<file path="src/rtl/mlp_stage_sequencer.sv">
// mlp_stage_sequencer: runs the HD -> HR -> OD -> OR layer engines via start/done handshakes, then argmaxes the scores.
// Define MLP_SEQ_TIMEOUT_EN to add a per-stage watchdog that aborts to FIN with error=1 and predict_digit=4'hF.
module mlp_stage_sequencer #(
    parameter int OL_NEURONS = 10,
    parameter int SCORE_W    = 32
`ifdef MLP_SEQ_TIMEOUT_EN
    , parameter int TIMEOUT_CYCLES = 65535
`endif
) (
    input  logic                      clk,
    input  logic                      reset,
    input  logic                      en,
    input  logic                      start,
    output logic                      hd_start,
    input  logic                      hd_done,
    output logic                      hr_start,
    input  logic                      hr_done,
    output logic                      od_start,
    input  logic                      od_done,
    output logic                      or_start,
    input  logic                      or_done,
    output logic [3:0]                score_idx,
    input  logic signed [SCORE_W-1:0] score_in,
    output logic [3:0]                predict_digit,
    output logic                      busy,
    output logic                      done,
    output logic                      error
);
    typedef enum logic [2:0] {S_IDLE, S_HD, S_HR, S_OD, S_OR, S_ARGMAX, S_FIN} state_t;
    localparam logic [3:0] LAST = 4'(OL_NEURONS - 1);

    state_t                    state, state_nx;
    logic                      entry, entry_nx;
    logic [3:0]                idx, idx_nx, best_idx, best_idx_nx, predict_nx;
    logic signed [SCORE_W-1:0] best_score, best_score_nx;
    logic                      stage_done, better, timeout;

    // entry marks the first cycle of a stage; it drives the start pulse and masks stale done levels
    assign stage_done = (state == S_HD && hd_done) || (state == S_HR && hr_done) ||
                        (state == S_OD && od_done) || (state == S_OR && or_done);
    assign better     = idx == 4'd0 || score_in > best_score;
    assign hd_start   = state == S_HD && entry;
    assign hr_start   = state == S_HR && entry;
    assign od_start   = state == S_OD && entry;
    assign or_start   = state == S_OR && entry;
    assign score_idx  = idx;
    assign busy       = state != S_IDLE;
    assign done       = state == S_FIN;

`ifdef MLP_SEQ_TIMEOUT_EN
    localparam int TW = $clog2(TIMEOUT_CYCLES + 1);
    logic [TW-1:0] timer;
    logic          error_q, error_nx;
    assign timeout  = timer == TW'(TIMEOUT_CYCLES - 1);
    assign error    = error_q;
    assign error_nx = state == S_IDLE && start ? 1'b0 :
                      state != S_ARGMAX && state_nx == S_FIN ? 1'b1 : error_q;
    always_ff @(posedge clk) begin
        if (reset) begin
            timer   <= '0;
            error_q <= 1'b0;
        end else if (en) begin
            timer   <= entry_nx ? '0 : timer + 1'b1;
            error_q <= error_nx;
        end
    end
`else
    assign timeout = 1'b0;
    assign error   = 1'b0;
`endif

    always_comb begin
        state_nx      = state;
        entry_nx      = 1'b0;
        idx_nx        = idx;
        best_idx_nx   = best_idx;
        best_score_nx = best_score;
        predict_nx    = predict_digit;
        case (state)
            S_IDLE: if (start) begin
                state_nx = S_HD;
                entry_nx = 1'b1;
            end
            S_HD, S_HR, S_OD, S_OR: begin
                if (!entry && stage_done) begin
                    state_nx = state_t'(state + 3'd1);
                    entry_nx = state != S_OR;
                end else if (timeout) begin
                    state_nx   = S_FIN;
                    predict_nx = 4'hF;
                end
            end
            S_ARGMAX: begin
                best_idx_nx   = better ? idx : best_idx;
                best_score_nx = better ? score_in : best_score;
                idx_nx        = idx == LAST ? 4'd0 : idx + 4'd1;
                state_nx      = idx == LAST ? S_FIN : S_ARGMAX;
                predict_nx    = idx == LAST ? best_idx_nx : predict_digit;
            end
            S_FIN: state_nx = S_IDLE;
            default: state_nx = S_IDLE;
        endcase
    end

    always_ff @(posedge clk) begin
        if (reset) begin
            state         <= S_IDLE;
            entry         <= 1'b0;
            idx           <= 4'd0;
            best_idx      <= 4'd0;
            best_score    <= '0;
            predict_digit <= 4'd0;
        end else if (en) begin
            state         <= state_nx;
            entry         <= entry_nx;
            idx           <= idx_nx;
            best_idx      <= best_idx_nx;
            best_score    <= best_score_nx;
            predict_digit <= predict_nx;
        end
    end
endmodule

</file>
<file path="config.mk">
export PLATFORM = sky130hd
export DESIGN_NAME = mlp_stage_sequencer
export DESIGN_NICKNAME = d
export VERILOG_FILES = /design/src/rtl/mlp_stage_sequencer.sv
export SDC_FILE = /design/constraint.sdc
export NUM_CORES = 1
export LEC_CHECK = 0
export ABC_CLOCK_PERIOD_IN_PS = 4700
export CAP_MARGIN = 20
export CORE_UTILIZATION = 30
export DETAILED_ROUTE_END_ITERATION = 8
export PLACE_DENSITY_LB_ADDON = 0.08
export SYNTH_ARGS = -nofsm -noshare
export SYNTH_HDL_FRONTEND = slang
export SYNTH_SLANG_ARGS = --single-unit
export TNS_END_PERCENT = 100
</file>
<file path="constraint.sdc">
create_clock -name clk -period 4.7 [get_ports clk]
set_clock_uncertainty 0.2 [all_clocks]
set_input_delay 0.47 -clock clk [delete_from_list [all_inputs] [get_ports clk]]
set_output_delay 0.47 -clock clk [all_outputs]
set_load 0.02 [all_outputs]
</file>
==> flow_metrics.tcl <==
set metrics [dict create \
    timing.rr.end "best_score[27]" \
    layout.nets 483 \
    synth_top_area_share_pct 29.99 \
    cts_tree "built" \
    io_buffers 53 \
    reg2reg_slack_ns 1.64 \
    clk_pin_slew_worst_paths_ns 0.09 \
    highest_layer "met4" \
    clock.fmax_mhz 297.8 \
    ys_ff_latch 48 \
    setup_violations 0 \
    multi_input_area_um2 1987 \
    ys_types 49 \
    post_cts.repair.setup_buffers 0 \
    max_slew_margin_pct 53.80 \
    cp-end-kind "flip-flop" \
    vias_per_cell 4.587 \
    maxSlewViolCount 0 \
    synth_top_cells_by_area "dfxtp_1, ha_1, nand2b_1, mux2i_1, inv_1" \
    syn_avg_cell_area_um2 8.926 \
    yosys.cell_count.top_type "nand2b_1" \
    crit_end "best_score[27]" \
    worst_pin_slew_ns 0.6908 \
    cts_made_buffers 5 \
    h-tree-depth 2 \
    grt_max_degree 85 \
    fill_cells 1057 \
    worstSetupPathType "in2reg" \
    synth_top_area_cell "dfxtp_1" \
    async_flop_share_pct 0 \
    dpl.hpwl_um 4967 \
    wl_met1_um 3520 \
    cts_resized 0 \
    synth_nets 436 \
    finalPower_w 0.0008490 \
    cts_hold_buf 0 \
    grt_use_total_pct 12.82 \
    cap_viol_max_count 0 \
    grt_pass1_vias 2420 \
    synth_edf_count 0 \
    period_minus_slack_ns 3.358 \
    start_kind "input port" \
    synth_cells 359 \
    grt_pass1_wl_um 11550 \
    place_congestion 0.7248 \
    seqCellArea_um2 960.9 \
    finalHoldViolCount 0 \
    die_w_um 105.4 \
    clk_path_buf_depth 2 \
    synth.yosys.seq_area_share_pct 29.99 \
    fin_setup_tns_ns 0 \
    reg2reg_depth 9 \
    first_pass_iters 4 \
    worstSkewPairLatency_ns 0.30 \
    min_path_type "reg2reg" \
    drive_gt1_share_pct 5.160 \
    diodes 0 \
    worst_path_largest_cell_delay_ns 0.64 \
    syn-cell-area_um2 3204 \
    io_pins 55 \
    pwr_density_cell_nw_per_um2 216.2 \
    routed-wl-met3_um 217 \
    drc_errors 0 \
    ant_nets 0 \
    worstPathRequired_ns 4.73 \
    leakage_nw 1.359 \
    yosysWarnings 0 \
    drt_iter0_drc 69 \
    vias 2491 \
    start_util_pct 31.04 \
    rr_startpoint "best_score[19]" \
    crit_fanout 9 \
    pwr-share-seq_pct 49.1 \
    cts_sinks 48 \
    synthFlopType "dfxtp_1" \
    antenna_found_initial 0 \
    path_cells "clkdlybuf4s50_1 -> ha_1 -> nand4_2 -> nor3_2 -> a221oi_1 -> a211oi_1 -> a211oi_4 -> buf_4 -> mux2i_1" \
    p_sw_w 0.0002330 \
    rsz0062_at_grt "false" \
    power_switching_share_pct 27.44 \
    area_growth_pct 22.53 \
    route.met2.wl_um 3006 \
    coreArea_um2 10320 \
    critPathSlowestCell "a211oi_4" \
    cts-root-buf "clkbuf_8" \
    critPathLaunch "score_in[31]" \
    cp.arrival_ns 3.39 \
    min_from "best_idx[3]" \
    overflow 0 \
    rows 37 \
    wl_um 6811 \
    peakVddDrop_mv 0.1053 \
    p_int_w 0.0006160 \
    status "complete, no violations" \
    pwr-share-comb_pct 20.1 \
    die_h_um 105.4 \
    die_area_um2 11100 \
    pwr-share-clk_pct 30.9 \
    synth_common_cells "nand2b_1, dfxtp_1, inv_1" \
    wl_per_cell_um 12.54 \
    finalCritPeriodShare_pct 71.45 \
]
routing by layer:
layer,up-vias,global-route usage (%)
met5,-,0
met4,0,3.320
met3,8,2.412
met2,32,19.83
met1,1131,18.16
li1,1320,-
cell families (layout without fill, tap and decap cells):
| family | after synthesis | count (layout) | synth area share, % |
|---|---|---|---|
| AND/OR/NAND/NOR | 129 | 129 | 24.60 |
| AO/OA/AOI/OAI | 54 | 54 | 11.44 |
| buffers and inverters | 54 | 102 | 8.239 |
| flip-flops | 48 | 48 | 29.99 |
| adder cells (fa/ha/maj) | 37 | 37 | 14.45 |
| multiplexers | 34 | 34 | 10.62 |
| XOR/XNOR | 2 | 2 | 0.5468 |
| other | 1 | 1 | 0.1170 |
power groups by stage:
stage | registers, W | clock network (W) | logic [W]
2_1_floorplan | 0.000425 | 0 | 0.000101
3_5_place_dp | 0.000426 | 0 | 0.000170
4_1_cts | 0.000417 | 0.000281 | 0.000171
3_3_place_gp | 0.000426 | 0 | 0.000171
6_report | 0.000417 | 0.000262 | 0.000170
5_1_grt | 0.000418 | 0.000297 | 0.000191
how the worst min path moves through the flow:
| stage | cells past startpoint | slack (ns) | to |
|---|---|---|---|
| after floorplan | 2 | 0.25 | predict_digit[3] |
| after global placement | 2 | 0.26 | best_score[12] |
| after detailed placement | 2 | 0.26 | predict_digit[3] |
| after CTS | 2 | 0.27 | predict_digit[3] |
| after global routing | 2 | 0.29 | best_score[24] |
| final | 2 | 0.27 | predict_digit[3] |
cells in the final DEF, fill, tap and decap left out, types with 3 or more instances in the layout:
master / count
nor3_1: 3
inv_1: 38
dfxtp_1: 48
nor2_1: 9
o21ai_0: 7
a211oi_1: 6
clkbuf_8: 6
and3_1: 4
a21oi_1: 20
nand2b_1: 70
nor2b_1: 4
nand2_1: 10
nand3_1: 5
and2_1: 4
ha_1: 37
nand4_1: 6
nand3b_1: 3
mux2i_1: 34
clkdlybuf4s50_1: 52
o221ai_1: 3
layout make-up:
| class | instances | area share [%] |
|---|---|---|
| clock buffer | 6 | 2.103 |
| timing repair buffer | 56 | 14.60 |
| clock inverter | 2 | 0.2549 |
| tap | 136 | 4.334 |
| inverter | 38 | 3.633 |
| sequential | 48 | 24.47 |
| multi-input combinational | 257 | 50.61 |
through the flow:
stage          instance area, um2  setup slack [ns]  std cells  hold slack (ns)  utilization (%)
6_report                     3926             1.342        543           0.2706            38.03
5_1_grt                      3926             1.099        543           0.2904            38.03
4_1_cts                      3906             1.324        542           0.2740            37.84
3_5_place_dp                 3814            0.9948        534           0.2602            36.94
3_3_place_gp                 3814             1.053        534           0.2586            36.94
2_1_floorplan                3204             2.194        359           0.2474                -
critical path: cells and delay by family:
family	cells	cell delay, ns
AO/OA/AOI/OAI	3	1.30
adder cells (fa/ha/maj)	1	0.40
buffers and inverters	2	0.78
multiplexers	1	0.19
AND/OR/NAND/NOR	2	0.24
state kept, by name, summed over array words and instances, names as in the netlist:
signal and flops:
predict_digit 4, best_score 32, state 3, score_idx 4, best_idx 4, entry 1
No activity file was read; power rests on OpenSTA's default activity.
